## config.mk

```make
export PLATFORM = sky130hd
export DESIGN_NAME = branch_resolution_unit
export DESIGN_NICKNAME = d
export VERILOG_FILES = /design/src/rtl/branch_pkg.sv /design/src/rtl/branch_resolution_unit_pred_fifo.sv /design/src/rtl/branch_resolution_unit.sv
export SDC_FILE = /design/constraint.sdc
export NUM_CORES = 1
export LEC_CHECK = 0
export ABC_CLOCK_PERIOD_IN_PS = 7000
export CAP_MARGIN = 20
export CELL_PAD_IN_SITES_DETAIL_PLACEMENT = 0
export CELL_PAD_IN_SITES_GLOBAL_PLACEMENT = 2
export CORE_MARGIN = 1.5
export CORE_UTILIZATION = 30
export CTS_BUF_LIST = sky130_fd_sc_hd__clkbuf_4 sky130_fd_sc_hd__clkbuf_8
export CTS_CLUSTER_SIZE = 30
export DETAILED_ROUTE_END_ITERATION = 6
export PLACE_DENSITY_LB_ADDON = 0.1
export SLEW_MARGIN = 40
export SYNTH_ARGS = -nofsm -noshare
export SYNTH_HDL_FRONTEND = slang
export SYNTH_SLANG_ARGS = --single-unit
```

## constraint.sdc

```tcl
create_clock -name clk -period 7 [get_ports clk]
set_input_delay 2.1 -clock clk [delete_from_list [all_inputs] [get_ports clk]]
set_output_delay 2.1 -clock clk [all_outputs]
set_load 0.01 [all_outputs]
```

## src/rtl/branch_pkg.sv

```systemverilog
// Shared types for the branch resolution slice.
//   pred_entry_t : one queued fetch-time prediction {pc, pred_taken, pred_target}
//   INSN_BYTES   : fall-through distance used when redirecting a not-taken branch
package branch_pkg;

  localparam int unsigned PC_WIDTH   = 32;
  localparam int unsigned INSN_BYTES = 4;

  typedef struct packed {
    logic [PC_WIDTH-1:0] pc;
    logic                pred_taken;
    logic [PC_WIDTH-1:0] pred_target;
  } pred_entry_t;

endpackage

```

## src/rtl/branch_resolution_unit_pred_fifo.sv

```systemverilog
// In-order queue of in-flight branch predictions.
// Ports:
//   clk, rst     : clock, synchronous active-high reset
//   push         : write push_entry at the tail (ignored when full)
//   push_entry   : entry to enqueue
//   pop          : drop the head entry (ignored when empty)
//   clear        : empty the queue; wins over push and pop
//   full, empty  : occupancy flags
//   head         : oldest entry, valid when empty = 0
module pred_fifo
  import branch_pkg::*;
#(
  parameter int unsigned DEPTH     = 4,
  parameter int unsigned PTR_WIDTH = 2
) (
  input  logic        clk,
  input  logic        rst,
  input  logic        push,
  input  pred_entry_t push_entry,
  input  logic        pop,
  input  logic        clear,
  output logic        full,
  output logic        empty,
  output pred_entry_t head
);

  pred_entry_t          mem [DEPTH];
  logic [PTR_WIDTH-1:0] wr_ptr;
  logic [PTR_WIDTH-1:0] rd_ptr;
  logic [PTR_WIDTH:0]   count;

  logic do_push;
  logic do_pop;

  assign full    = (count == (PTR_WIDTH+1)'(DEPTH));
  assign empty   = (count == '0);
  assign head    = mem[rd_ptr];
  assign do_push = push && !full;
  assign do_pop  = pop && !empty;

  always_ff @(posedge clk) begin
    if (rst || clear) begin
      wr_ptr <= '0;
      rd_ptr <= '0;
      count  <= '0;
    end else begin
      if (do_push) begin
        mem[wr_ptr] <= push_entry;
        wr_ptr      <= wr_ptr + PTR_WIDTH'(1);
      end
      if (do_pop) begin
        rd_ptr <= rd_ptr + PTR_WIDTH'(1);
      end
      case ({do_push, do_pop})
        2'b10:   count <= count + (PTR_WIDTH+1)'(1);
        2'b01:   count <= count - (PTR_WIDTH+1)'(1);
        default: count <= count;
      endcase
    end
  end

endmodule

```

## src/rtl/branch_resolution_unit.sv

```systemverilog
// Branch resolution unit: queues fetch-time predictions, checks them against
// execute-stage outcomes, drives predictor/BTB updates, and flushes on mispredict.
// Ports:
//   clk, rst                         : clock, synchronous active-high reset
//   alloc_valid/ready/pc/pred_taken/pred_target : prediction enqueue from fetch
//   res_valid/taken/target           : in-order resolution from execute
//   update_predictor, update_btb     : one-cycle update pulses
//   actually_taken, resolved_pc, resolved_pc_target : registered resolution info
//   flush, redirect_pc               : one-cycle mispredict redirect
//   branch_count, mispredict_count   : saturating counters
//   res_underflow                    : sticky, resolution seen with empty queue
module branch_resolution_unit
  import branch_pkg::*;
#(
  parameter int unsigned DATA_WIDTH  = 32,
  parameter int unsigned DEPTH       = 4,
  parameter int unsigned PTR_WIDTH   = 2,
  parameter int unsigned COUNT_WIDTH = 32
) (
  input  logic                   clk,
  input  logic                   rst,
  input  logic                   alloc_valid,
  output logic                   alloc_ready,
  input  logic [DATA_WIDTH-1:0]  alloc_pc,
  input  logic                   alloc_pred_taken,
  input  logic [DATA_WIDTH-1:0]  alloc_pred_target,
  input  logic                   res_valid,
  input  logic                   res_taken,
  input  logic [DATA_WIDTH-1:0]  res_target,
  output logic                   update_predictor,
  output logic                   update_btb,
  output logic                   actually_taken,
  output logic [DATA_WIDTH-1:0]  resolved_pc,
  output logic [DATA_WIDTH-1:0]  resolved_pc_target,
  output logic                   flush,
  output logic [DATA_WIDTH-1:0]  redirect_pc,
  output logic [COUNT_WIDTH-1:0] branch_count,
  output logic [COUNT_WIDTH-1:0] mispredict_count,
  output logic                   res_underflow
);

  pred_entry_t alloc_entry;
  pred_entry_t head;
  logic        full;
  logic        empty;
  logic        resolve;
  logic        mispredict;
  logic        push;

  assign alloc_entry = '{pc: alloc_pc, pred_taken: alloc_pred_taken, pred_target: alloc_pred_target};

  // flush only goes high in the cycle after a clear, so the queue is empty and
  // gating alloc_ready with it merely keeps fetch quiet during the redirect.
  assign alloc_ready = !full && !flush;
  assign resolve     = res_valid && !empty;
  assign mispredict  = resolve &&
                       ((res_taken != head.pred_taken) ||
                        (res_taken && head.pred_taken && (res_target != head.pred_target)));
  assign push        = alloc_valid && alloc_ready;

  pred_fifo #(
    .DEPTH     (DEPTH),
    .PTR_WIDTH (PTR_WIDTH)
  ) u_pred_fifo (
    .clk        (clk),
    .rst        (rst),
    .push       (push),
    .push_entry (alloc_entry),
    .pop        (resolve),
    .clear      (mispredict),
    .full       (full),
    .empty      (empty),
    .head       (head)
  );

  always_ff @(posedge clk) begin
    if (rst) begin
      update_predictor   <= 1'b0;
      update_btb         <= 1'b0;
      actually_taken     <= 1'b0;
      resolved_pc        <= '0;
      resolved_pc_target <= '0;
      flush              <= 1'b0;
      redirect_pc        <= '0;
      branch_count       <= '0;
      mispredict_count   <= '0;
      res_underflow      <= 1'b0;
    end else begin
      update_predictor <= resolve;
      update_btb       <= resolve && res_taken;
      flush            <= mispredict;

      if (resolve) begin
        actually_taken     <= res_taken;
        resolved_pc        <= head.pc;
        resolved_pc_target <= res_target;
        if (branch_count != '1) begin
          branch_count <= branch_count + COUNT_WIDTH'(1);
        end
      end

      if (mispredict) begin
        redirect_pc <= res_taken ? res_target : head.pc + DATA_WIDTH'(INSN_BYTES);
        if (mispredict_count != '1) begin
          mispredict_count <= mispredict_count + COUNT_WIDTH'(1);
        end
      end

      if (res_valid && empty) begin
        res_underflow <= 1'b1;
      end
    end
  end

endmodule

```

==> run summary, run 1 <==
The path type of the worst setup path is in -> reg. The via count of the first global-routing pass came out at roughly 12000. The number of top-level pins came out at between 200 and 300. In this run the worst path has a maximum fanout of 40.

The average cell area after synthesis came out at 13.10 µm². After detailed routing, the total wire length is between 50000 and 60000 µm. At the pin with the least slew margin, the transition time is 0.7821 ns. The flow ran to the end, and the final reports show no timing, DRC or antenna violations.

The number of nets with antenna violations after routing came out at 0. The post-layout instance count excluding filler cells came out at 2465. The share of flip-flops with an asynchronous set or reset came out at 0%.

The total number of nets in the final design is approximately 1700. The floorplan has roughly 90 rows. The data arrival time of the critical path is about 5.3 ns.

The count of unresolved DRC violations after routing came out at 0. The maximum count of clock buffers along a single path is 3. The most frequent standard cell in the layout excluding fill and tap cells is sky130_fd_sc_hd__clkdlybuf4s50_1. In the synthesized netlist the dominant register cell turns out to be sky130_fd_sc_hd__edfxtp_1. The TritonCTS sink count came out at about 430. The number of hold buffers added after CTS was 0. The area growth from synthesis to layout is 29.77%.

The share of layout cells above drive strength 1 is between 10 and 15%. The number of enable flip-flop cells after synthesis came out at 260. During placement, the flow inserted port buffers numbering around 270. In the final layout, the multi-input gates occupy 5756 µm².

In the synthesized netlist, the number of instances is ~1300. The wire-length estimate of the detail-placed layout is approximately 37000 µm. The average via count per standard cell is about 4.8. The wire length per cell came out at about 22 µm. The reported leakage power is 0.007308 µW. The pin count of the biggest net entering global routing is 76. The count of TritonRoute iterations in the first routing pass came out at 5. The latest clock arrival within the worst-skew pair is around 0.65 ns. The smallest hold slack is roughly 0.45 ns. Dividing the final minimum period by the clock period gives just over 70%. The number of synthesis warnings is 0. After global routing the overflow that remains totals 0.

The library cells used most frequently in the layout, excluding fill and tap cells, are 265 x sky130_fd_sc_hd__clkdlybuf4s50_1, 260 x sky130_fd_sc_hd__edfxtp_1, 204 x sky130_fd_sc_hd__nand2_1. The net count of the mapped netlist is ~1400. The area of the die came out at a little under 60000 µm². The floorplan die width is 244.0 µm. The worst relative slew slack is between 40 and 50%.

The number of vias in the routed layout came out at 11813. The cell chosen for the clock root is sky130_fd_sc_hd__clkbuf_8. The number of distinct library cells after synthesis came out at 56. At the worst endpoint, the required time is slightly above 7 ns.

The placeable core region is between 50000 and 60000 µm². The number of max-slew violations in the final report came out at 0. The clock-pin slew on the worst setup and hold paths came out at about 0.05 ns.

Once the floorplan was initialized, standard cells occupied between 30% and 40% of the core. TritonCTS built the clock tree. The count of cells resized by post-cts repair is 0.

The number of buffers added for setup after CTS is 0. The synthesized design spends more area on one cell type than any other, namely sky130_fd_sc_hd__edfxtp_1. The critical path capture point type is a flip-flop.

STA classifies the critical path startpoint as an input port. Summing internal, switching and leakage power gives around 7700 µW. The worst min-delay path class is reg -> reg.

The power per unit of standard cell area is 338.5 nW/µm². Setup repair after global routing left no endpoint under its margin. The first global-routing pass estimated 79680 µm of wire. The worst IR drop on VDD is between 0.15 and 0.2 mV. Static timing analysis puts the maximum clock frequency at just under 0.2 GHz. The overall routing resource usage is 18.21%. The die boundary height is 244.0 µm. The routability-driven placement congestion ratio came out at about 0.73.

The cell area after synthesis is between 15000 and 20000 µm². The time the worst path needs with I/O delays and setup is 5.047 ns. In this run the number of H-tree levels came out at 3.

The initial antenna violation count came to 3. The hold violation total from the final report is 0. The share of synthesized area in the top cell type comes to approximately 45%. Yosys attributes the largest share of cell area to sky130_fd_sc_hd__edfxtp_1 45%, sky130_fd_sc_hd__dfxtp_1 20%, sky130_fd_sc_hd__mux4_2 8.4%, sky130_fd_sc_hd__nand2_1 4.4%, sky130_fd_sc_hd__xnor2_1 3.2%. The total CTS buffers is 80. Across the routed clock network, the largest skew measured is 0.02815 ns. The count of routing violations after the opening detailed-route iteration came out at 714. The storage element area came out at ~11000 µm².

Setup violations remaining at the end of the flow were counted as 0. The number of placed instances, taps included came out at ~2300. Sequential elements use between 60% and 70% of the synthesized area. The tool flagged a number of max-cap violations equal to 0. The count of filler cells inserted in the layout came out at 5546. In the final timing run, aggregate negative setup slack is 0 ns. The synthesized design contains about 430 register bits. The antenna cell count came out at 0.
[layer usage]
metal	share of wire [%]	track usage, %
met1	44	23.72
met2	48	30.12
met3	5.6	4.785
met4	1.7	4.539
met5	0.062	0
[sequential cells by signal (all words and copies together), names as in the netlist, named ones only]
| name | count |
|---|---|
| u_pred_fifo.mem | 260 |
| branch_count | 32 |
| mispredict_count | 32 |
| redirect_pc | 32 |
| resolved_pc | 32 |
| resolved_pc_target | 32 |
| u_pred_fifo.count | 3 |
| u_pred_fifo.rd_ptr | 2 |
| u_pred_fifo.wr_ptr | 2 |
| actually_taken | 1 |
| flush | 1 |
| res_underflow | 1 |
| update_btb | 1 |
| update_predictor | 1 |
[path summary, 6_finish.rpt]
check | endpoint | start | cells after the start | slack (ns)
worst min register to register | resolved_pc[24]$_SDFFE_PP0P_ | resolved_pc[24]$_SDFFE_PP0P_ | 2 | 0.45
worst max register to register | u_pred_fifo.mem[1][23]$_DFFE_PP_ | flip-flop | 9 | 2.47
worst min-delay path | resolved_pc[24]$_SDFFE_PP0P_ | resolved_pc[24]$_SDFFE_PP0P_ | 2 | 0.45
worst max-delay path | u_pred_fifo.mem[1][23]$_DFFE_PP_ | res_target[29] | 8 | 1.95
[cells in the mapped netlist (30+ instances only)]
master                       n
sky130_fd_sc_hd__xnor2_1    63
sky130_fd_sc_hd__nor2_1     65
sky130_fd_sc_hd__clkbuf_1   35
sky130_fd_sc_hd__nand3_1    38
sky130_fd_sc_hd__o21ai_0    46
sky130_fd_sc_hd__a21oi_1   103
sky130_fd_sc_hd__edfxtp_1  260
sky130_fd_sc_hd__mux4_2     65
sky130_fd_sc_hd__xor2_1     30
sky130_fd_sc_hd__dfxtp_1   174
sky130_fd_sc_hd__nand2_1   204
[power by group]
group          switching (µW)  internal [µW]
sequential                167           3010
combinational            1100            848
clock                    1090           1430
total                    2360           5290
[stage by stage]
stage                     instance area (µm²)  setup slack [ns]  utilization, %
after detailed placement                20940             1.266           36.36
after floorplan                         17420             1.506               -
after CTS                               22600             1.969           39.24
after global placement                  20900             1.354           36.29
final                                   22600             1.953           39.25
after global routing                    22600             1.832           39.25
[area by class of cell]
| class | count | area share [%] |
|---|---|---|
| Sequential cell | 434 | 49.97 |
| Multi-Input combinational cell | 808 | 25.46 |
| Timing Repair Buffer | 285 | 12.55 |
| Clock buffer | 120 | 6.366 |
| Tap cell | 765 | 4.234 |
| Clock inverter | 27 | 0.9853 |
| Inverter | 26 | 0.4317 |
[worst max-delay path: stages]
cell and delay (ns):
sky130_fd_sc_hd__clkdlybuf4s50_1 0.69, sky130_fd_sc_hd__xnor2_1 0.17, sky130_fd_sc_hd__nand4_1 0.22, sky130_fd_sc_hd__nor4_4 0.46
sky130_fd_sc_hd__a21oi_2 0.27, sky130_fd_sc_hd__nor3_4 0.48, sky130_fd_sc_hd__and3_2 0.26, sky130_fd_sc_hd__buf_4 0.60
[kinds of logic (layout without fill, tap and decap cells)]
logic type               Yosys count  in the layout  synth area share, %
buffers and inverters             88            458                2.255
XOR/XNOR                          93             93                4.676
flip-flops                       434            434                64.82
AND/OR/NAND/NOR                  434            434                12.05
multiplexers                      75             75                8.986
adder cells (fa/ha/maj)           10             10               0.7614
AO/OA/AOI/OAI                    196            196                6.450
Power figures use the tool's default switching activity.
==> run 2, diff against run 1 <==
--- a/config.mk
+++ b/config.mk
@@ -5,7 +5,7 @@
 export SDC_FILE = /design/constraint.sdc
 export NUM_CORES = 1
 export LEC_CHECK = 0
-export ABC_CLOCK_PERIOD_IN_PS = 7000
+export ABC_CLOCK_PERIOD_IN_PS = 4500
 export CAP_MARGIN = 20
 export CELL_PAD_IN_SITES_DETAIL_PLACEMENT = 0
 export CELL_PAD_IN_SITES_GLOBAL_PLACEMENT = 2
==> constraint.sdc (replaced) <==
create_clock -name clk -period 4.5 [get_ports clk]
set_input_delay 1.35 -clock clk [delete_from_list [all_inputs] [get_ports clk]]
set_output_delay 1.35 -clock clk [all_outputs]
set_load 0.01 [all_outputs]
==> run summary, run 2 (same netlist as run 1, synthesis figures left out) <==
In the final layout, the multi-input gates occupy approximately 5700 µm². Clock-pin slew was measured on the worst setup and hold paths at around 0.06 ns. The worst-case IR drop observed on VDD is roughly 0.2 mV. The maximum level of the CTS H-tree is 3. The maximum fanout along the worst path is 36. The number of buffers added for setup after CTS came out at 0.

For this design the static power due to leakage is about 0.0075 µW. The total CTS buffers came out at slightly below 80. Relative to the synthesized area, the layout overhead comes to 31.42%. The data arrival time of the critical path is slightly above 4 ns. The worst min-delay path class is reg -> reg.

Global routing used around 18% of the available tracks. Across the whole layout, storage elements account for 11300 µm². The data required time of the worst path is approximately 4.8 ns. The register containing the most flip-flops in the final layout is u_pred_fifo.mem. The initial antenna violation count came to 7. The slew at the pin with the worst max-slew slack came out at between 0.7 and 0.8 ns. Static timing analysis puts the maximum clock frequency at 0.2684 GHz. The number of top-level pins is approximately 270. The number of placed instances, taps included, is around 2400. The congestion estimate from routability-driven global placement came to between 0.7 and 0.8.

The total routed wirelength is approximately 55000 µm. OpenSTA, run right after detailed placement, puts the worst setup slack at around 0.24 ns. The placeable core region is around 58000 µm². The number of max-slew violations in the final report came to 0. The detail route stage leaves a number of antenna-violating nets equal to 0. The pin count of the biggest net entering global routing came out at 78. The count of routing violations after the opening detailed-route iteration came out at about 790. The via count of the first global-routing pass came out at 12003.

Dividing the final minimum period by the clock period gives 82.79%. The most frequent standard cell in the layout excluding fill and tap cells is sky130_fd_sc_hd__clkdlybuf4s50_1. Once layout is complete, the utilization of the core stands at approximately 40%. The hold violation total from the final report came to 0. In this run the tool buffered the top-level ports with about 270 buffer cells. The overflow left after global routing came out at 0. The category of the worst setup path launch point is a flip-flop. The worst path needs roughly 3.7 ns of the cycle, external delays included. The count of filler cells inserted in the layout is 5517.

For this run, design rule violations remaining after detail routing come to 0. The maximum count of clock buffers along a single path came out at 3. The hold-fix buffer count after cts is 0. For the worst-skew pair, the clock arrives at the later sink with an insertion delay of approximately 0.65 ns. The total number of nets in the final design came out at roughly 1800. The worst path setup slack after routing is 0.7744 ns. The power per unit of standard cell area came out at about 520 nW/µm². The worst relative slew slack came out at approximately 47%.

The total half-perimeter wirelength after legalization and detailed placement came out at between 30000 and 40000 µm. Setup repair after global routing left no endpoint under its margin. The detailed router placed around 12000 vias in this run. The count of TritonRoute iterations in the first routing pass is 5. The CTS tree is yes.

The critical path in this run is classified as reg -> reg. The starting utilization of the core area is 30.25%. The average via count per standard cell is between 4 and 5. The count of cells resized by post-cts repair came out at 0. In the layout the commonest cells are 265 x sky130_fd_sc_hd__clkdlybuf4s50_1, 260 x sky130_fd_sc_hd__edfxtp_1, 204 x sky130_fd_sc_hd__nand2_1. The flip-flop count of the largest register, all copies and words added came out at 260. The final setup violation count came out at 0.

The count of maximum capacitance violations is 0. The die is roughly 240 µm tall. The number of placement rows came out at between 80 and 90. STA classifies the critical path endpoint as a flip-flop. The tree is rooted in a sky130_fd_sc_hd__clkbuf_8.

The flow ran to the end, and the final reports show no timing, DRC or antenna violations. Of the cells placed in the final design, the portion with a size suffix greater than 1 is 15.82%. Dividing the detail-routed wire length by the instance count gives roughly 22 µm. The sum of negative setup slack came out at 0 ns. The global-route wire length before repair is around 80000 µm. The floorplan die width came out at around 240 µm. For the final database, setup skew stands at around 0.022 ns. The area of the die is 59520 µm². The post-layout instance count excluding filler cells is between 2000 and 2500. The TritonCTS sink count is ~430.
-- run 2: layer usage --
layer	up-vias	global-route usage, %	share of wire, %
met5	-	0	0.058
met3	76	4.258	5.6
met2	338	29.82	48
met4	4	6.572	2.4
met1	5900	24.22	44
li1	5628	-	-
-- run 2: power by group --
| group | internal [µW] | total [µW] | switching (µW) |
|---|---|---|---|
| Sequential | 4690 | 4930 | 245 |
| Clock | 2110 | 3760 | 1650 |
| Combinational | 1390 | 3140 | 1750 |
-- run 2: critical path: stages (launching register included) --
cell and delay (ns):
sky130_fd_sc_hd__dfxtp_4 0.58, sky130_fd_sc_hd__buf_4 0.41, sky130_fd_sc_hd__mux4_2 0.61, sky130_fd_sc_hd__xnor2_1 0.17, sky130_fd_sc_hd__nand4_1 0.17, sky130_fd_sc_hd__nor4_2 0.39, sky130_fd_sc_hd__buf_4 0.20, sky130_fd_sc_hd__a21oi_2 0.07
sky130_fd_sc_hd__nor3_4 0.24, sky130_fd_sc_hd__and3_2 0.28, sky130_fd_sc_hd__buf_12 0.26
-- run 2: layout make-up --
cell class                      count  share of cell area (%)
Antenna cell                        2                 0.02186
Clock buffer                      119                   6.335
Clock inverter                     26                  0.6395
Inverter                           26                  0.4263
Multi-Input combinational cell    808                   25.09
Sequential cell                   434                   49.34
Tap cell                          765                   4.181
Timing Repair Buffer              319                   13.96
-- run 2: final timing paths --
check	from	to	slack (ns)	depth (start not counted)
worst max-delay path	flip-flop	u_pred_fifo.mem[0][20]$_DFFE_PP_	0.77	10
worst min-delay path	resolved_pc[30]$_SDFFE_PP0P_	resolved_pc[30]$_SDFFE_PP0P_	0.46	2
worst min register to register	resolved_pc[30]$_SDFFE_PP0P_	resolved_pc[30]$_SDFFE_PP0P_	0.46	2
worst max register to register	flip-flop	u_pred_fifo.mem[0][20]$_DFFE_PP_	0.77	10
-- run 2: per-stage QoR --
| stage | total power, µW | cell area, µm² | hold WS [ns] |
|---|---|---|---|
| detailed placement | 8236 | 21290 | 0.4479 |
| floorplan | 6762 | 17420 | 0.4727 |
| CTS | 12080 | 22880 | 0.4574 |
| global placement | 8244 | 21290 | 0.4343 |
| global route | 12480 | 22890 | 0.4712 |
| finish | 11840 | 22890 | 0.4555 |
